**src/rtl/mips_pkg.sv**
```systemverilog
// mips_pkg -- shared definitions for the instruction fetch stage.
// Contents:
//   OP_J / OP_JAL  opcode field values (bits [15:13]) of the direct jumps
//   NOP            instruction word placed in IF/ID as a bubble
//   estado_t       fetch FSM states (INICIO, BUSCA, FORA)
//   eh_salto       true when a word is a direct jump (j or jal)
//   alvo_salto     byte target of a direct jump
package mips_pkg;

  localparam logic [2:0]  OP_J   = 3'b110;
  localparam logic [2:0]  OP_JAL = 3'b111;
  localparam logic [15:0] NOP    = 16'd0;

  typedef enum logic [1:0] {
    INICIO = 2'b00,
    BUSCA  = 2'b01,
    FORA   = 2'b10
  } estado_t;

  // Direct jumps are recognised from the opcode field alone.
  function automatic logic eh_salto(input logic [2:0] opcode);
    return (opcode == OP_J) || (opcode == OP_JAL);
  endfunction

  // Target keeps the 16 KiB region of pc+2 and replaces the rest with the
  // 13-bit word index shifted to a byte address.
  function automatic logic [15:0] alvo_salto(input logic [1:0]  regiao,
                                             input logic [12:0] indice);
    return {regiao, indice, 1'b0};
  endfunction

endpackage

```
**src/rtl/registrador_if_id.sv**
```systemverilog
// registrador_if_id -- IF/ID pipeline register.
// Ports:
//   i_clock        system clock, rising edge
//   i_reset_n      synchronous active-low reset
//   i_descarta     write a bubble (valid=0, NOP, pc+2=0); wins over i_carrega
//   i_carrega      load a fetched instruction with valid=1
//   i_instrucao    fetched instruction word
//   i_pc_mais2     fetch pc + 2
//   o_valid        register holds a real instruction
//   o_instrucao    registered instruction (NOP when invalid)
//   o_pc_mais2     registered pc + 2
// With neither i_descarta nor i_carrega the register holds its contents.
module registrador_if_id
  import mips_pkg::*;
(
  input  logic        i_clock,
  input  logic        i_reset_n,
  input  logic        i_descarta,
  input  logic        i_carrega,
  input  logic [15:0] i_instrucao,
  input  logic [15:0] i_pc_mais2,
  output logic        o_valid,
  output logic [15:0] o_instrucao,
  output logic [15:0] o_pc_mais2
);

  logic        r_valid;
  logic [15:0] r_instrucao;
  logic [15:0] r_pc_mais2;

  // Pipeline register: reset, flush to bubble, load, or hold.
  always_ff @(posedge i_clock) begin
    if (!i_reset_n) begin
      r_valid     <= 1'b0;
      r_instrucao <= NOP;
      r_pc_mais2  <= 16'd0;
    end else if (i_descarta) begin
      r_valid     <= 1'b0;
      r_instrucao <= NOP;
      r_pc_mais2  <= 16'd0;
    end else if (i_carrega) begin
      r_valid     <= 1'b1;
      r_instrucao <= i_instrucao;
      r_pc_mais2  <= i_pc_mais2;
    end else begin
      r_valid     <= r_valid;
      r_instrucao <= r_instrucao;
      r_pc_mais2  <= r_pc_mais2;
    end
  end

  assign o_valid     = r_valid;
  assign o_instrucao = r_instrucao;
  assign o_pc_mais2  = r_pc_mais2;

endmodule

```
**src/rtl/busca_instrucao.sv**
```systemverilog
// busca_instrucao -- instruction fetch stage with IF/ID register.
// Parameter:
//   LIMITE_PC     first byte address outside instruction memory
// Ports:
//   clock         system clock, rising edge
//   reset_n       synchronous active-low reset
//   stall         hazard hold from decode (freezes pc and IF/ID)
//   redirect      taken branch / jr from a later stage (flushes IF/ID)
//   redirect_pc   redirect byte target (bit 0 ignored)
//   instrucao     instruction memory word at pc (combinational)
//   pc            current fetch byte address
//   if_valid      IF/ID holds a real instruction
//   if_instrucao  IF/ID instruction word (NOP when invalid)
//   if_pc_mais2   IF/ID copy of fetch pc + 2
//   fora_limite   high while the fetch FSM is in FORA
//   contador      number of instructions delivered with if_valid=1
module busca_instrucao
  import mips_pkg::*;
#(
  parameter logic [15:0] LIMITE_PC = 16'd128
) (
  input  logic        clock,
  input  logic        reset_n,
  input  logic        stall,
  input  logic        redirect,
  input  logic [15:0] redirect_pc,
  input  logic [15:0] instrucao,
  output logic [15:0] pc,
  output logic        if_valid,
  output logic [15:0] if_instrucao,
  output logic [15:0] if_pc_mais2,
  output logic        fora_limite,
  output logic [15:0] contador
);

  estado_t     r_estado;
  logic [15:0] r_pc;
  logic [15:0] r_contador;
  logic        r_fora_limite;

  estado_t     w_prox_estado;
  logic [15:0] w_prox_pc;
  logic [15:0] w_pc_mais2;
  logic [15:0] w_pc_seq;
  logic [15:0] w_redirect_alvo;
  logic        w_carrega;
  logic        w_descarta;

  // pc+2 wraps naturally in 16 bits.
  assign w_pc_mais2      = r_pc + 16'd2;
  assign w_redirect_alvo = redirect_pc & 16'hFFFE;
  assign w_pc_seq        = eh_salto(instrucao[15:13])
                           ? alvo_salto(w_pc_mais2[15:14], instrucao[12:0])
                           : w_pc_mais2;

  // Next-state, next-pc and IF/ID control decode.
  always_comb begin
    w_prox_estado = r_estado;
    w_prox_pc     = r_pc;
    w_carrega     = 1'b0;
    w_descarta    = 1'b0;
    if (redirect) begin
      // Redirect beats stall and also the only way out of FORA.
      w_prox_pc     = w_redirect_alvo;
      w_prox_estado = (w_redirect_alvo >= LIMITE_PC) ? FORA : BUSCA;
      w_descarta    = 1'b1;
    end else begin
      case (r_estado)
        INICIO: begin
          w_prox_estado = BUSCA;
          w_descarta    = 1'b1;
        end
        BUSCA: begin
          if (!stall) begin
            w_carrega     = 1'b1;
            w_prox_pc     = w_pc_seq;
            w_prox_estado = (w_pc_seq >= LIMITE_PC) ? FORA : BUSCA;
          end else begin
            w_prox_pc     = r_pc;
            w_prox_estado = BUSCA;
          end
        end
        FORA: begin
          // A stalled decode keeps the last instruction it was given.
          if (!stall) begin
            w_descarta = 1'b1;
          end else begin
            w_descarta = 1'b0;
          end
        end
        default: begin
          w_prox_estado = INICIO;
          w_descarta    = 1'b1;
        end
      endcase
    end
  end

  // Fetch FSM state, pc, delivered-instruction counter and limit flag.
  always_ff @(posedge clock) begin
    if (!reset_n) begin
      r_estado      <= INICIO;
      r_pc          <= 16'd0;
      r_contador    <= 16'd0;
      r_fora_limite <= 1'b0;
    end else begin
      r_estado      <= w_prox_estado;
      r_pc          <= w_prox_pc;
      r_fora_limite <= (w_prox_estado == FORA);
      if (w_carrega) begin
        r_contador <= r_contador + 16'd1;
      end else begin
        r_contador <= r_contador;
      end
    end
  end

  registrador_if_id u_if_id (
    .i_clock     (clock),
    .i_reset_n   (reset_n),
    .i_descarta  (w_descarta),
    .i_carrega   (w_carrega),
    .i_instrucao (instrucao),
    .i_pc_mais2  (w_pc_mais2),
    .o_valid     (if_valid),
    .o_instrucao (if_instrucao),
    .o_pc_mais2  (if_pc_mais2)
  );

  assign pc          = r_pc;
  assign fora_limite = r_fora_limite;
  assign contador    = r_contador;

endmodule

```
**config.mk**
```make
export PLATFORM = sky130hd
export DESIGN_NAME = busca_instrucao
export DESIGN_NICKNAME = d
export VERILOG_FILES = /design/src/rtl/mips_pkg.sv /design/src/rtl/registrador_if_id.sv /design/src/rtl/busca_instrucao.sv
export SDC_FILE = /design/constraint.sdc
export NUM_CORES = 1
export LEC_CHECK = 0
export ABC_CLOCK_PERIOD_IN_PS = 2850
export CORE_ASPECT_RATIO = 1.2
export CORE_MARGIN = 10
export CORE_UTILIZATION = 47
export CTS_CLUSTER_DIAMETER = 50
export DETAILED_ROUTE_END_ITERATION = 12
export GPL_TIMING_DRIVEN = 0
export PLACE_DENSITY = 0.8
export SLEW_MARGIN = 20
export SYNTH_ARGS = -nofsm -noshare
export SYNTH_HDL_FRONTEND = slang
export SYNTH_SLANG_ARGS = --single-unit
export TNS_END_PERCENT = 20
```
**constraint.sdc**
```tcl
create_clock -name clock -period 2.85 [get_ports clock]
set_input_delay 0.855 -clock clock [delete_from_list [all_inputs] [get_ports clock]]
set_output_delay 0.855 -clock clock [all_outputs]
set_load 0.01 [all_outputs]
```
After elaboration in Yosys (flattened, before gate mapping)
Index checks and enable logic that the tools add are counted.
Word-level totals
  flip-flop bits (word level): 68
  input port bits: 36
  logic and storage cells: 41
Operators by class
  add/sub/neg operators: 2
  magnitude comparators: 2
  equal/unequal tests: 6
  muxes and demuxes: 14
  bitwise operators: 2
  reductions and logical operators: 7
Operator list (count)
  two-way mux 16 bit: 3
  >= comparator 16 x 8 -> 1 bit, second input constant: 2
  adder 16 x 1 -> 16 bit, second input constant: 1
  adder 16 x 2 -> 16 bit, second input constant: 1
  two-way mux 14 bit: 1
  two-way mux 2 bit: 4
  equality test 3 bit, second input constant: 2
  one-hot mux 2 bit (3 select lines): 1
  equality test 2 bit, second input constant: 2
  two-way mux 1 bit: 4
  AND reduction 2 bit: 2
  OR reduction 2 bit: 2
  equality test 2 x 1 -> 1 bit, second input constant: 1
  zero test 2 bit: 1
  inequality test 2 x 1 -> 1 bit, second input constant: 1
  NOT 1 bit: 2
  one-hot mux 1 bit (2 select lines): 1
  nonzero test 2 bit: 1
  logical OR 1 bit: 1

Longest topological paths before layout
  word-level depth: 9
  mapped depth: 8
  gate-level depth less buffers: 7

By module
From an unflattened synthesis, not the netlist that was laid out.
Unflattened totals
  cell total of the unflattened synthesis: 369
  area total of the unflattened synthesis: 3264.4 sq um
Modules (own cells, without submodules)
  busca_instrucao: instances 1, cells each 261, area an instance 2040.7 sq um
  registrador_if_id: instances 1, cells each 108, area an instance 1223.7 sq um

Worst setup path before layout
Ideal clock, no wire load.
  kind: input port to flip-flop
  from: in redirect
  to: reg r_contador[13] (netlist: contador[13])
  arrival: 2.149 ns
  data required time: 2.735 ns
  slack: 0.586 ns
  stages on the path: 7
  buffers on the path: 1
  cells stage by stage: buf_2 nor4b_4 nand4_2 nor3_2 nand3_1 xnor2_1 and2_1
On the way
  longest elaborated chain between the ends: 1
RTL lines
  from (decl): line busca_instrucao.sv:25  | input logic redirect,
  two-way mux 1 bit: line busca_instrucao.sv:62  | if (redirect) begin
  to (signal assigned): line busca_instrucao.sv:111  | r_contador <= r_contador + 16'd1;
  to (signal assigned): line busca_instrucao.sv:113  | r_contador <= r_contador;
  to (decl): line busca_instrucao.sv:38  | logic [15:0] r_contador;
Every way passes these cells.
A chain may end at the register's enable or synchronous reset.

Final worst setup path
  from: in stall
  to: reg r_contador[15] (netlist: contador[15])
On the way
  longest elaborated chain between the ends: 3
RTL lines
  from (decl): line busca_instrucao.sv:24  | input logic stall,
  two-way mux 1 bit: line busca_instrucao.sv:74  | if (!stall) begin
  two-way mux 1 bit: line busca_instrucao.sv:68  | case (r_estado)
  two-way mux 1 bit: line busca_instrucao.sv:62
Every way passes these cells.

==> flow_summary.yaml <==
run_status:
  status: "completed"
clock_tree:
  cts_tree: "yes"
  numClockSinks: 68
  cts_hold_buf: 0
  cts_buffer_depth: 2
  ctsResizeCount: 0
  cts_made_buffers: 9
  htree_levels: 3
  clk_latency_ps: 330
  clkTransAtPathRegs_ps: 70
  postCtsSetupBuffers: 0
  clk_root_buffer_cell: "clkbuf_8"
timing:
  slew_headroom_pct: 65.30
  min_period_ps: 2586
  fmax_ghz: 0.3867
  finClkSkew_ps: 10.69
  finalSetupTns_ps: 0
  hold_viol: 0
  whs_ps: 452.0
  rsz0062_at_grt: "false"
  worst_pin_slew_ps: 520.5
  min_period_over_period_pct: 90.73
  setup_violations: 0
  slew_violations: 0
power:
  power.leakage_nw: 1.583
  irDropWorstVdd_mv: 0.2679
  pwr-share-comb_pct: 12.3
  p_seq_share_pct: 49.1
  p_switching_uw: 490.7
  clockPowerShare_pct: 38.6
  netSwitchingFraction_pct: 24.22
  p_int_mw: 1.535
  p_per_area_nw_per_um2: 438.8
synthesis:
  synth_edf_count: 0
  ys_warn_count: 0
  dominantRegCellSynth: "dfxtp_1"
  syn-num-nets: 446
  syn_avg_cell_area_um2: 8.154
  async_reset_ff_share_pct: 0
  netlist_area_um2: 3327
  yosys-top-cells-area: "dfxtp_1 41%, nand2_1 7.0%, and2_1 4.7%, xnor2_1 4.5%, a21oi_1 4.4%"
  ys_seq_area_share_pct: 40.92
  ys_seq_elements: 68
  yosysUniqueCellTypes: 54
  netlist.area_leader.share_pct: 40.92
  yosysTopAreaCell: "dfxtp_1"
  syn_inst: 408
floorplan:
  initial_core_util_pct: 48.54
  rows: 33
  pin_count: 102
  coreArea_um2: 6854
  die_area_um2: 10860
  die_y_um: 112.2
  die_x_um: 96.81
worst_hold_path:
  hold_class: "flip-flop to flip-flop"
  hold_depth: 2
  min_from: "u_if_id.o_instrucao[13]$_SDFFE_PP0P_"
  whs_endpoint: "u_if_id.o_instrucao[13]$_SDFFE_PP0P_"
route:
  drtIter0Drc: 193
  wirelength_mm: 10.07
  wire_per_inst_um: 16.57
  drc: 0
  vias_per_cell: 5.400
  firstDrtPassIters: 5
  vias: 3283
  ant_nets: 0
placement:
  placed_cells: 594
  placedInstanceArea_um2: 4427
  dp_hpwl_mm: 8.044
  portBuffers: 99
  place_congestion: 0.9031
flow_run:
  max_cap_viol_count: 0
worst_setup_path:
  critPathRequiredTime_ps: 3090
  r2r-end: "r_estado[0]$_SDFF_PN0_"
  critPathLaunchType: "primary input"
  crit_type: "primary input to flip-flop"
  rr_startpoint: "pc[1]$_SDFFE_PN0P_"
  critPathCaptureType: "flip-flop"
  crit_fanout: 8
  worstRegToRegCells: 8
  worstPathArrival_ps: 2820
  rrSetupSlack_ps: 680
final_layout:
  syn2layout_area_growth_pct: 38.77
  post_route_cells_drive_above_1_share_pct: 7.102
  fin_nets: 556
  layoutNonFillerInstCount: 608
  antennaDiodeCount: 0
  final_area_um2: 4617
global_routing:
  overflow: 0
  grt_max_degree: 11
  grtUsageTotal_pct: 17.53
  grt_pass1_vias: 3143
  grt_pass1_wl_mm: 16.03
  antenna_found_initial: 0
-- cell usage after synthesis, drive strengths merged (2+ instances only) --
| library cell | count |
|---|---|
| a211oi | 10 |
| a21boi | 4 |
| a21oi | 29 |
| a31o | 2 |
| a31oi | 5 |
| and2 | 25 |
| and3 | 6 |
| and4 | 4 |
| buf | 11 |
| clkbuf | 17 |
| dfxtp | 68 |
| ha | 2 |
| inv | 3 |
| mux2i | 6 |
| nand2 | 62 |
| nand2b | 6 |
| nand3 | 19 |
| nand3b | 2 |
| nand4 | 8 |
| nor2 | 35 |
| nor2b | 5 |
| nor3 | 6 |
| nor3b | 2 |
| nor4 | 3 |
| o211ai | 2 |
| o21a | 2 |
| o21ai | 19 |
| o22ai | 2 |
| or3 | 5 |
| or4 | 2 |
| xnor2 | 17 |
| xor2 | 7 |
-- cell families (layout without fill, tap and decap cells) --
kind of cell	after synthesis	after routing	synth area share (%)
buf+inv	31	144	4.174
fa+ha+maj	2	2	0.7520
compound gates	83	83	15.61
flops	68	68	40.92
xor+xnor	24	24	6.318
simple gates	193	193	30.09
mux	7	7	2.144
-- metrics by stage --
step / worst slack (ps) / power (mW) / utilization [%]
6_report: 264.1 / 2.026 / 67.36
5_1_grt: 112.5 / 2.099 / 67.36
4_1_cts: 270.9 / 2.038 / 67.36
3_5_place_dp: -90.27 / 1.262 / 64.59
3_3_place_gp: -31.41 / 1.258 / 64.59
2_1_floorplan: 585.9 / 1.133 / -
-- cells in the final DEF (no fill, tap or decap), types with 2 or more instances in the layout --
cell / count
clkdlybuf4s50_1: 99
dfxtp_1: 68
nand2_1: 62
nor2_1: 35
a21oi_1: 29
and2_1: 25
clkbuf_1: 18
o21ai_0: 18
nand3_1: 18
xnor2_1: 17
clkbuf_8: 11
a211oi_1: 9
xor2_1: 7
buf_2: 6
nand4_1: 6
mux2i_1: 6
nand2b_1: 6
and3_1: 6
nor2b_1: 5
or3_1: 5
nor3_1: 5
buf_4: 4
a31oi_1: 4
a21boi_0: 4
and4_1: 3
inv_1: 3
nor4_1: 3
a31o_2: 2
nand4_2: 2
o211ai_1: 2
o22ai_1: 2
nand3b_1: 2
o21a_1: 2
nor3b_1: 2
ha_1: 2
-- flip-flops by register name, summed over array words and instances, names as in the netlist --
signal	count
contador	16
pc	16
u_if_id.o_instrucao	16
u_if_id.o_pc_mais2	16
r_estado	2
fora_limite	1
u_if_id.o_valid	1
-- power by group through the flow --
| stage | clock (mW) | sequential [mW] | combinational, mW |
|---|---|---|---|
| after floorplan | 0 | 1.02 | 0.118 |
| after global placement | 0 | 1.01 | 0.243 |
| after detailed placement | 0 | 1.02 | 0.246 |
| after CTS | 0.796 | 0.994 | 0.248 |
| after global routing | 0.834 | 0.997 | 0.269 |
| final | 0.783 | 0.995 | 0.249 |
-- metal layers --
layer | vias to the layer above | share of wire (%) | GRT usage, %
met4 | 0 | 1.6 | 6.010
met1 | 1509 | 44 | 20.98
met2 | 128 | 48 | 29.64
met5 | - | 0 | 0
li1 | 1632 | - | -
met3 | 14 | 6.4 | 4.540
-- worst max-delay path: stages --
cell and delay [ps]:
clkdlybuf4s50_1 510, nor4b_4 440, nand4_2 280, nor3_2 310, nand3_1 140, xnor2_1 140, and2_1 150
-- worst max-delay path by stage --
stage,cells past startpoint,endpoint,start,slack (ps)
after floorplan,7,contador[13]$_SDFFE_PN0P_,redirect,590
after CTS,7,contador[15]$_SDFFE_PN0P_,stall,270
after global routing,7,contador[15]$_SDFFE_PN0P_,stall,110
after detailed placement,7,contador[15]$_SDFFE_PN0P_,stall,-90
final,7,contador[15]$_SDFFE_PN0P_,stall,260
after global placement,7,contador[15]$_SDFFE_PN0P_,stall,-30
-- layout make-up --
type / instances / area [um^2]
multi-input combinational: 309 / 1827
clock buffer: 12 / 155.1
sequential: 68 / 1361
timing repair buffer: 99 / 991.0
inverter: 3 / 11.26
tap: 87 / 108.9
clock inverter: 2 / 35.03
fill: 610 / 2237
buffer: 28 / 127.6
Power figures use the tool's default switching activity.
